File: src/rtl/tree_result_accumulator_if.sv
// tree_result_accumulator_if: input and output valid/ready streams of the tree result accumulator
interface tree_result_accumulator_if #(
  parameter int DATA_W = 7,
  parameter int ACC_W  = 10
);
  logic              in_valid;
  logic              in_ready;
  logic [DATA_W-1:0] in_data;
  logic              flush;
  logic              out_valid;
  logic              out_ready;
  logic [ACC_W-1:0]  out_sum;
  logic [7:0]        out_len;
  logic              out_ovf;
  modport master (
    output in_valid, in_data, flush, out_ready,
    input  in_ready, out_valid, out_sum, out_len, out_ovf
  );
  modport slave (
    input  in_valid, in_data, flush, out_ready,
    output in_ready, out_valid, out_sum, out_len, out_ovf
  );
endinterface

File: src/rtl/tree_result_accumulator.sv
// tree_result_accumulator: sums BLOCK_LEN adder-tree results (or fewer on flush) into one block total.
// Optional macro TREE_ACC_SATURATE_EN: clamp the total at 2^ACC_W-1 and report a sticky overflow;
// without it the total wraps modulo 2^ACC_W and out_ovf stays 0.
module tree_result_accumulator #(
  parameter int DATA_W    = 7,
  parameter int BLOCK_LEN = 8,
  parameter int ACC_W     = 10
) (
  input logic clk,
  input logic rst_n,
  tree_result_accumulator_if.slave bus
);
  typedef enum logic [1:0] {IDLE, ACC, HOLD} state_t;
  state_t           state;
  logic [ACC_W-1:0] acc, acc_nxt, f_acc;
  logic [7:0]       cnt, f_cnt;
  logic             ovf, ovf_nxt, f_ovf, in_fire, close;
`ifdef TREE_ACC_SATURATE_EN
  logic [ACC_W:0]   sum;
`endif
  // next running total, plus the block's final values including any same-cycle beat
  always_comb begin
    in_fire = bus.in_valid && bus.in_ready;
`ifdef TREE_ACC_SATURATE_EN
    sum     = {1'b0, acc} + (ACC_W+1)'(bus.in_data);
    ovf_nxt = ovf | sum[ACC_W];
    acc_nxt = ovf_nxt ? '1 : sum[ACC_W-1:0];
`else
    acc_nxt = acc + ACC_W'(bus.in_data);
    ovf_nxt = 1'b0;
`endif
    f_acc   = in_fire ? acc_nxt : acc;
    f_cnt   = in_fire ? cnt + 8'd1 : cnt;
    f_ovf   = in_fire ? ovf_nxt : ovf;
    close   = state == ACC && (bus.flush || (in_fire && cnt == 8'(BLOCK_LEN - 1)));
  end
  // block FSM: accumulate in IDLE/ACC, present the closed block in HOLD until the sink takes it
  always_ff @(posedge clk or negedge rst_n) begin
    if (!rst_n) begin
      state         <= IDLE;
      acc           <= '0;
      cnt           <= '0;
      ovf           <= 1'b0;
      bus.in_ready  <= 1'b1;
      bus.out_valid <= 1'b0;
      bus.out_sum   <= '0;
      bus.out_len   <= '0;
      bus.out_ovf   <= 1'b0;
    end else begin
      case (state)
        IDLE: if (in_fire) begin
          acc   <= acc_nxt;
          cnt   <= 8'd1;
          ovf   <= ovf_nxt;
          state <= ACC;
        end
        ACC: if (close) begin
          bus.out_sum   <= f_acc;
          bus.out_len   <= f_cnt;
          bus.out_ovf   <= f_ovf;
          bus.out_valid <= 1'b1;
          bus.in_ready  <= 1'b0;
          state         <= HOLD;
        end else if (in_fire) begin
          acc <= acc_nxt;
          cnt <= f_cnt;
          ovf <= ovf_nxt;
        end
        HOLD: if (bus.out_ready) begin
          bus.out_valid <= 1'b0;
          bus.in_ready  <= 1'b1;
          acc           <= '0;
          cnt           <= '0;
          ovf           <= 1'b0;
          state         <= IDLE;
        end
        default: state <= IDLE;
      endcase
    end
  end
endmodule

File: src/flat_wrapper.sv
// flat-port wrapper written by rule: the top's interface ports become plain ports
module tree_result_accumulator_flat 
#(
  parameter int DATA_W    = 7,
  parameter int BLOCK_LEN = 8,
  parameter int ACC_W     = 10
)
  (clk, rst_n, bus_in_valid, bus_in_data, bus_flush, bus_out_ready, bus_in_ready, bus_out_valid, bus_out_sum, bus_out_len, bus_out_ovf);
  tree_result_accumulator_if #(.DATA_W(DATA_W), .ACC_W(ACC_W)) bus_i ();
  input logic clk;
  input logic rst_n;
  input wire logic [$bits(bus_i.in_valid)-1:0] bus_in_valid;
  input wire logic [$bits(bus_i.in_data)-1:0] bus_in_data;
  input wire logic [$bits(bus_i.flush)-1:0] bus_flush;
  input wire logic [$bits(bus_i.out_ready)-1:0] bus_out_ready;
  output wire logic [$bits(bus_i.in_ready)-1:0] bus_in_ready;
  output wire logic [$bits(bus_i.out_valid)-1:0] bus_out_valid;
  output wire logic [$bits(bus_i.out_sum)-1:0] bus_out_sum;
  output wire logic [$bits(bus_i.out_len)-1:0] bus_out_len;
  output wire logic [$bits(bus_i.out_ovf)-1:0] bus_out_ovf;
  assign bus_i.in_valid = bus_in_valid;
  assign bus_i.in_data = bus_in_data;
  assign bus_i.flush = bus_flush;
  assign bus_i.out_ready = bus_out_ready;
  assign bus_in_ready = bus_i.in_ready;
  assign bus_out_valid = bus_i.out_valid;
  assign bus_out_sum = bus_i.out_sum;
  assign bus_out_len = bus_i.out_len;
  assign bus_out_ovf = bus_i.out_ovf;
  tree_result_accumulator #(.DATA_W(DATA_W), .BLOCK_LEN(BLOCK_LEN), .ACC_W(ACC_W)) u_core (.clk(clk), .rst_n(rst_n), .bus(bus_i));
endmodule
File: config.mk
export PLATFORM = sky130hd
export DESIGN_NAME = tree_result_accumulator_flat
export DESIGN_NICKNAME = d
export VERILOG_FILES = /design/src/rtl/tree_result_accumulator_if.sv /design/src/rtl/tree_result_accumulator.sv /design/src/flat_wrapper.sv
export SDC_FILE = /design/constraint.sdc
export NUM_CORES = 1
export LEC_CHECK = 0
export ABC_AREA = 1
export BUFFER_PORTS_ARGS = -buffer_cell sky130_fd_sc_hd__buf_4
export CAP_MARGIN = 5
export CORE_ASPECT_RATIO = 0.75
export CORE_MARGIN = 1
export CORE_UTILIZATION = 62
export CTS_CLUSTER_DIAMETER = 80
export DETAILED_ROUTE_END_ITERATION = 8
export HOLD_SLACK_MARGIN = 0.06
export PLACE_DENSITY = 0.9
export SETUP_SLACK_MARGIN = 0.02
export SYNTH_ARGS = -nofsm -noshare
export SYNTH_HDL_FRONTEND = slang
export SYNTH_SLANG_ARGS = --single-unit
File: constraint.sdc
create_clock -name clk -period 4.99 [get_ports clk]
set_input_delay 0.499 -clock clk [delete_from_list [all_inputs] [get_ports clk]]
set_output_delay 0.499 -clock clk [all_outputs]
set_load 0.1 [all_outputs]
## Yosys cells after proc, flatten, opt, wreduce, memory -nomap -nowiden

Index checks and enable logic that the tools add are counted.

| word-level totals | value |
|---|---|
| register bits | 42 |
| bits in latches | 0 |
| bits in writable memories | 0 |
| bits in read-only memories | 0 |
| word-level logic and storage cells | 54 |
| memories kept | 0 |

| operators by class | value |
|---|---|
| add/subtract/negate cells | 2 |
| multiply operators | 0 |
| divide/modulo/power cells | 0 |
| $lt $le $gt $ge | 0 |
| equal/unequal tests | 8 |
| shift operators | 0 |
| multiplexer cells | 23 |
| bitwise gates (word level) | 0 |
| reductions and logical operators | 12 |

Operators by type and width:

| kind | number |
|---|---|
| two-way mux 8 bit | 5 |
| two-way mux 10 bit | 3 |
| one-hot mux 10 bit (3 select lines) | 1 |
| one-hot mux 8 bit (3 select lines) | 1 |
| adder 10 x 7 -> 10 bit | 1 |
| AND reduction 3 bit | 3 |
| adder 8 x 1 -> 8 bit, second input constant | 1 |
| equality test 8 x 3 -> 1 bit, second input constant | 1 |
| two-way mux 1 bit | 6 |
| two-way mux 2 bit | 3 |
| inequality test 2 x 1 -> 1 bit, second input constant | 3 |
| one-hot mux 2 bit (3 select lines) | 1 |
| AND reduction 5 bit | 1 |
| inequality test 2 bit, second input constant | 2 |
| one-hot mux 1 bit (2 select lines) | 2 |
| logical AND 1 bit | 3 |
| one-hot mux 1 bit (3 select lines) | 1 |
| nonzero test 3 bit | 1 |
| equality test 2 x 1 -> 1 bit, second input constant | 1 |
| equality test 2 bit, second input constant | 1 |
| logical NOT 2 bit | 1 |
| AND reduction 2 bit | 1 |
| nonzero test 2 bit | 1 |
| logical OR 1 bit | 1 |

## Logic depth before layout (Yosys ltp)

| logic depth | value |
|---|---|
| depth after elaboration | 6 |
| depth in mapped cells | 12 |
| gate-level depth less buffers | 12 |

## Worst setup path before layout

OpenSTA, ideal clock, no wires.

| timing | value |
|---|---|
| path type | register -> register |
| from | reg u_core.bus.in_ready |
| to | reg u_core.bus.out_len[4] |
| setup time | 0.120 ns |
| arrival time | 1.738 ns |
| required time | 4.870 ns |
| setup slack | 3.133 ns |
| cell stages (with the launch flop) | 9 |
| path buffers | 1 |
| clock period less this slack | 1.857 ns |
| cell sequence | dfstp_2 nand3_2 nor2_1 nand2_2 nand2_4 nand2_8 buf_2 nand2_1 nand2_1 |

| on the way | value |
|---|---|
| cells in the longest elaborated chain, start to end | 5 |

RTL lines:

| element | RTL line | text |
|---|---|---|
| start, declared | tree_result_accumulator_if.sv:21 | `output in_ready, out_valid, out_sum, out_len, out_ovf` |
| start signal, assigned | tree_result_accumulator.sv:44 | `bus.in_ready <= 1'b1;` |
| start signal, assigned | tree_result_accumulator.sv:62 | `bus.in_ready <= 1'b0;` |
| start signal, assigned | tree_result_accumulator.sv:71 | `bus.in_ready <= 1'b1;` |
| logical AND 1 bit * | tree_result_accumulator.sv:23 | `in_fire = bus.in_valid && bus.in_ready;` |
| logical AND 1 bit | tree_result_accumulator.sv:35 | `close = state == ACC && (bus.flush \|\| (in_fire && cnt == 8'(BLOCK_LEN - 1)));` |
| logical OR 1 bit | tree_result_accumulator.sv:35 |  |
| logical AND 1 bit | tree_result_accumulator.sv:35 |  |
| AND reduction 2 bit (no line) | -- |  |
| end signal, assigned | tree_result_accumulator.sv:59 | `bus.out_len <= f_cnt;` |
| end, declared | tree_result_accumulator_if.sv:21 |  |

Every way passes the cells marked *; elsewhere a longest branch is shown, timed or not.
A chain may end at the register's enable or synchronous reset.

## Final worst setup path

| timing | value |
|---|---|
| from | reg u_core.state[1] |
| to | reg u_core.bus.out_len[7] |

| on the way | value |
|---|---|
| cells in the longest elaborated chain, start to end | 3 |

RTL lines:

| element | RTL line | text |
|---|---|---|
| start, declared | tree_result_accumulator.sv:14 | `state_t state;` |
| start signal, assigned | tree_result_accumulator.sv:40 | `state <= IDLE;` |
| start signal, assigned | tree_result_accumulator.sv:55 | `state <= ACC;` |
| start signal, assigned | tree_result_accumulator.sv:63 | `state <= HOLD;` |
| equality test 2 x 1 -> 1 bit * | tree_result_accumulator.sv:35, tree_result_accumulator.sv:50 |  |
| logical AND 1 bit | tree_result_accumulator.sv:35 |  |
| AND reduction 2 bit (no line) * | -- |  |

Marks and branches as above.

==> impl_metrics.ini <==
[logic_synthesis]
syn_nets = 355
synth_warnings = 0
synth_area_leaders = dfrtp_1, nand2_1, ha_1
synth-seq-cells = 42
yosysUniqueCellTypes = 35
synth_area_mm2 = 0.00248
netlist_instances = 329
async_reset_ff_share_pct = 100
ys.flop_type = dfrtp_1
yosysMostFrequentCell = nand2_1
synth-edff-count = 0
synth_area_per_cell_um2 = 7.54
seq_area_frac_synth_pct = 42.4
yosys.area.top_type = dfrtp_1
synth_top_area_share_pct = 41.4
yosys-top-cells-count = nand2_1, dfrtp_1, inv_1

[clock_tree]
cts.clk_slew.worst_paths_ns = 0.08
htree_levels = 2
numClockSinks = 42
post_cts_resized = 0
insertion_delay_ns = 0.29
cts-root-buf = clkbuf_8
cts_hold_buf = 0
clock_path_buffers = 2
cts_buffers = 5
cts_setup_buffers = 0
cts_tree = yes

[global_routing]
grt_max_degree = 43
grt_use_met3_pct = 5.57
overflow = 0
busiest_layer = met2
antenna_found_initial = 0
grt_pass1_vias = 2086
grt_pass1_wl_um = 9320
met1_usage_pct = 40.9
grt.total_usage_pct = 29.1
met2_usage_pct = 46.3

[die]
coreArea_mm2 = 0.00373
die_w_um = 75.0
start_util_pct = 66.5
die_y_um = 56.8
fp.dieArea_mm2 = 0.00426
pin_count = 33
floorplan.rows = 19

[worst_setup_path]
endpoint_kind = register
worstPathArrival_ns = 2.28
critPathKind = register to register
path_max_fanout = 14
start_kind = register
worst_ep_required_time_ns = 5.20

[cells_and_area]
syn_to_final_growth_pct = 14.0
drive_above_1_share_pct = 14.6
n_antenna_cell = 0
fin_nets = 389

[sta]
clock_skew_ns = 0.00534
min_period_ns = 2.07
slew_violations = 0
hold_viol_final = 0
whs_ns = 0.184
timing.fmax_mhz = 484
slew_headroom_pct = 55.3
tightest_slew_ns = 0.670
fin_crit_sh_pct = 41.4
setup_violations = 0
grt_setup_unrepaired = false
setup_tns_ns = 0

[hold_path]
hp-class = input port to asynchronous set/reset pin

[power_and_ir_drop]
p_leak_uw = 0.00154
peakVddDrop_mv = 0.160
power_uw = 595
power_density_mw_per_mm2 = 210

[drt]
wire_per_inst_um = 13.2
vias_per_cell = 5.38
vias = 2232
first_pass_iters = 4
drc = 0
routed_wl_um = 5480
ant_nets = 0
dr.first_iter.drc_count = 204

[placement]
io_buffer_count = 32
gp_congestion = 0.879
dp_hpwl_um = 4000

[flow_run]
max-cap-violations = 0

[status]
status = finished clean
sequential cells by signal, summed over array words and instances, names as in the netlist:
signal / flops
u_core.acc: 10
u_core.bus.out_sum: 10
u_core.bus.out_len: 8
u_core.cnt: 8
u_core.state: 2
u_core.bus.in_ready: 1
u_core.bus.out_ovf: 1
u_core.bus.out_valid: 1
u_core.ovf: 1
metal layers:
metal	share of wire, %	vias to the layer above
met3	5.5	9
met2	47	70
met4	0.99	0
li1	-	1104
met5	0	-
met1	46	1049
cells in the final DEF (no fill, tap or decap), types with 2 or more instances in the layout:
cell	Yosys	final
nor2_4	2	2
nand2_2	2	2
nand2_1	143	143
a31oi_1	3	3
buf_4	1	32
clkbuf_1	0	2
nand3b_1	2	2
ha_1	13	13
nand3_1	16	16
clkbuf_8	0	5
inv_2	2	2
inv_1	31	31
xor2_1	5	5
nor2_1	19	19
a21oi_1	7	7
o21ai_0	14	14
o21ai_1	3	3
or2_2	2	2
dfrtp_1	41	41
nand4_1	4	4
path summary, 6_finish.rpt:
| kind | start | endpoint | slack, ns | depth (start not counted) |
|---|---|---|---|---|
| worst min-delay path | rst_n | u_core.acc[6]$_DFFE_PN0P_ | 0.18 | 1 |
| worst max register to register | u_core.state[1]$_DFFE_PN0P_ | u_core.bus.out_len[7]$_DFFE_PN0P_ | 2.92 | 6 |
| worst max-delay path | u_core.state[1]$_DFFE_PN0P_ | u_core.bus.out_len[7]$_DFFE_PN0P_ | 2.92 | 6 |
| max in group asynchronous | rst_n | u_core.bus.in_ready$_DFFE_PN1P_ | 4.43 | 1 |
| worst min register to register | u_core.bus.out_sum[9]$_DFFE_PN0P_ | u_core.bus.out_sum[9]$_DFFE_PN0P_ | 0.48 | 2 |
| min in group clk | u_core.bus.out_sum[9]$_DFFE_PN0P_ | u_core.bus.out_sum[9]$_DFFE_PN0P_ | 0.48 | 2 |
per-stage QoR:
stage	instance area, um^2	util [%]	setup WS (ns)	std cells
after floorplan	2480	-	3.13	329
after global placement	2750	73.8	3.00	408
after detailed placement	2750	73.8	2.98	408
after CTS	2830	75.8	2.97	415
after global routing	2830	75.8	2.74	415
final	2830	75.8	2.92	415
critical path: stages (launching register included):
cell	delay, ns
dfrtp_1	0.42
inv_1	0.11
ha_1	0.42
inv_1	0.25
a21oi_2	0.56
nor2_1	0.09
a31oi_1	0.15
kinds of logic (layout without fill, tap and decap cells):
group,after synthesis,in the layout,synth area share (%)
AOI/OAI and AO/OA,30,30,6.56
xor gates and xnor gates,5,5,1.76
muxes,1,1,0.403
DFF,42,42,42.4
buffers and inverters,39,73,6.51
and+or+nand+nor,198,198,35.0
adders and majority gates,14,14,7.36
where the power goes:
| part | internal [uW] | leakage [uW] | switching (uW) |
|---|---|---|---|
| Sequential | 342 | 0.000554 | 1.19 |
| Clock | 96.4 | 0.0000383 | 108 |
| Combinational | 14.5 | 0.000948 | 33.0 |
area by class of cell:
type / instances / area, um^2
Timing Repair Buffer: 32 / 240
Clock buffer: 7 / 76.3
Tap cell: 52 / 65.1
Sequential cell: 42 / 1050
Multi-Input combinational cell: 248 / 1270
Inverter: 34 / 128
Fill cell: 297 / 903
Power figures use the tool's default switching activity.
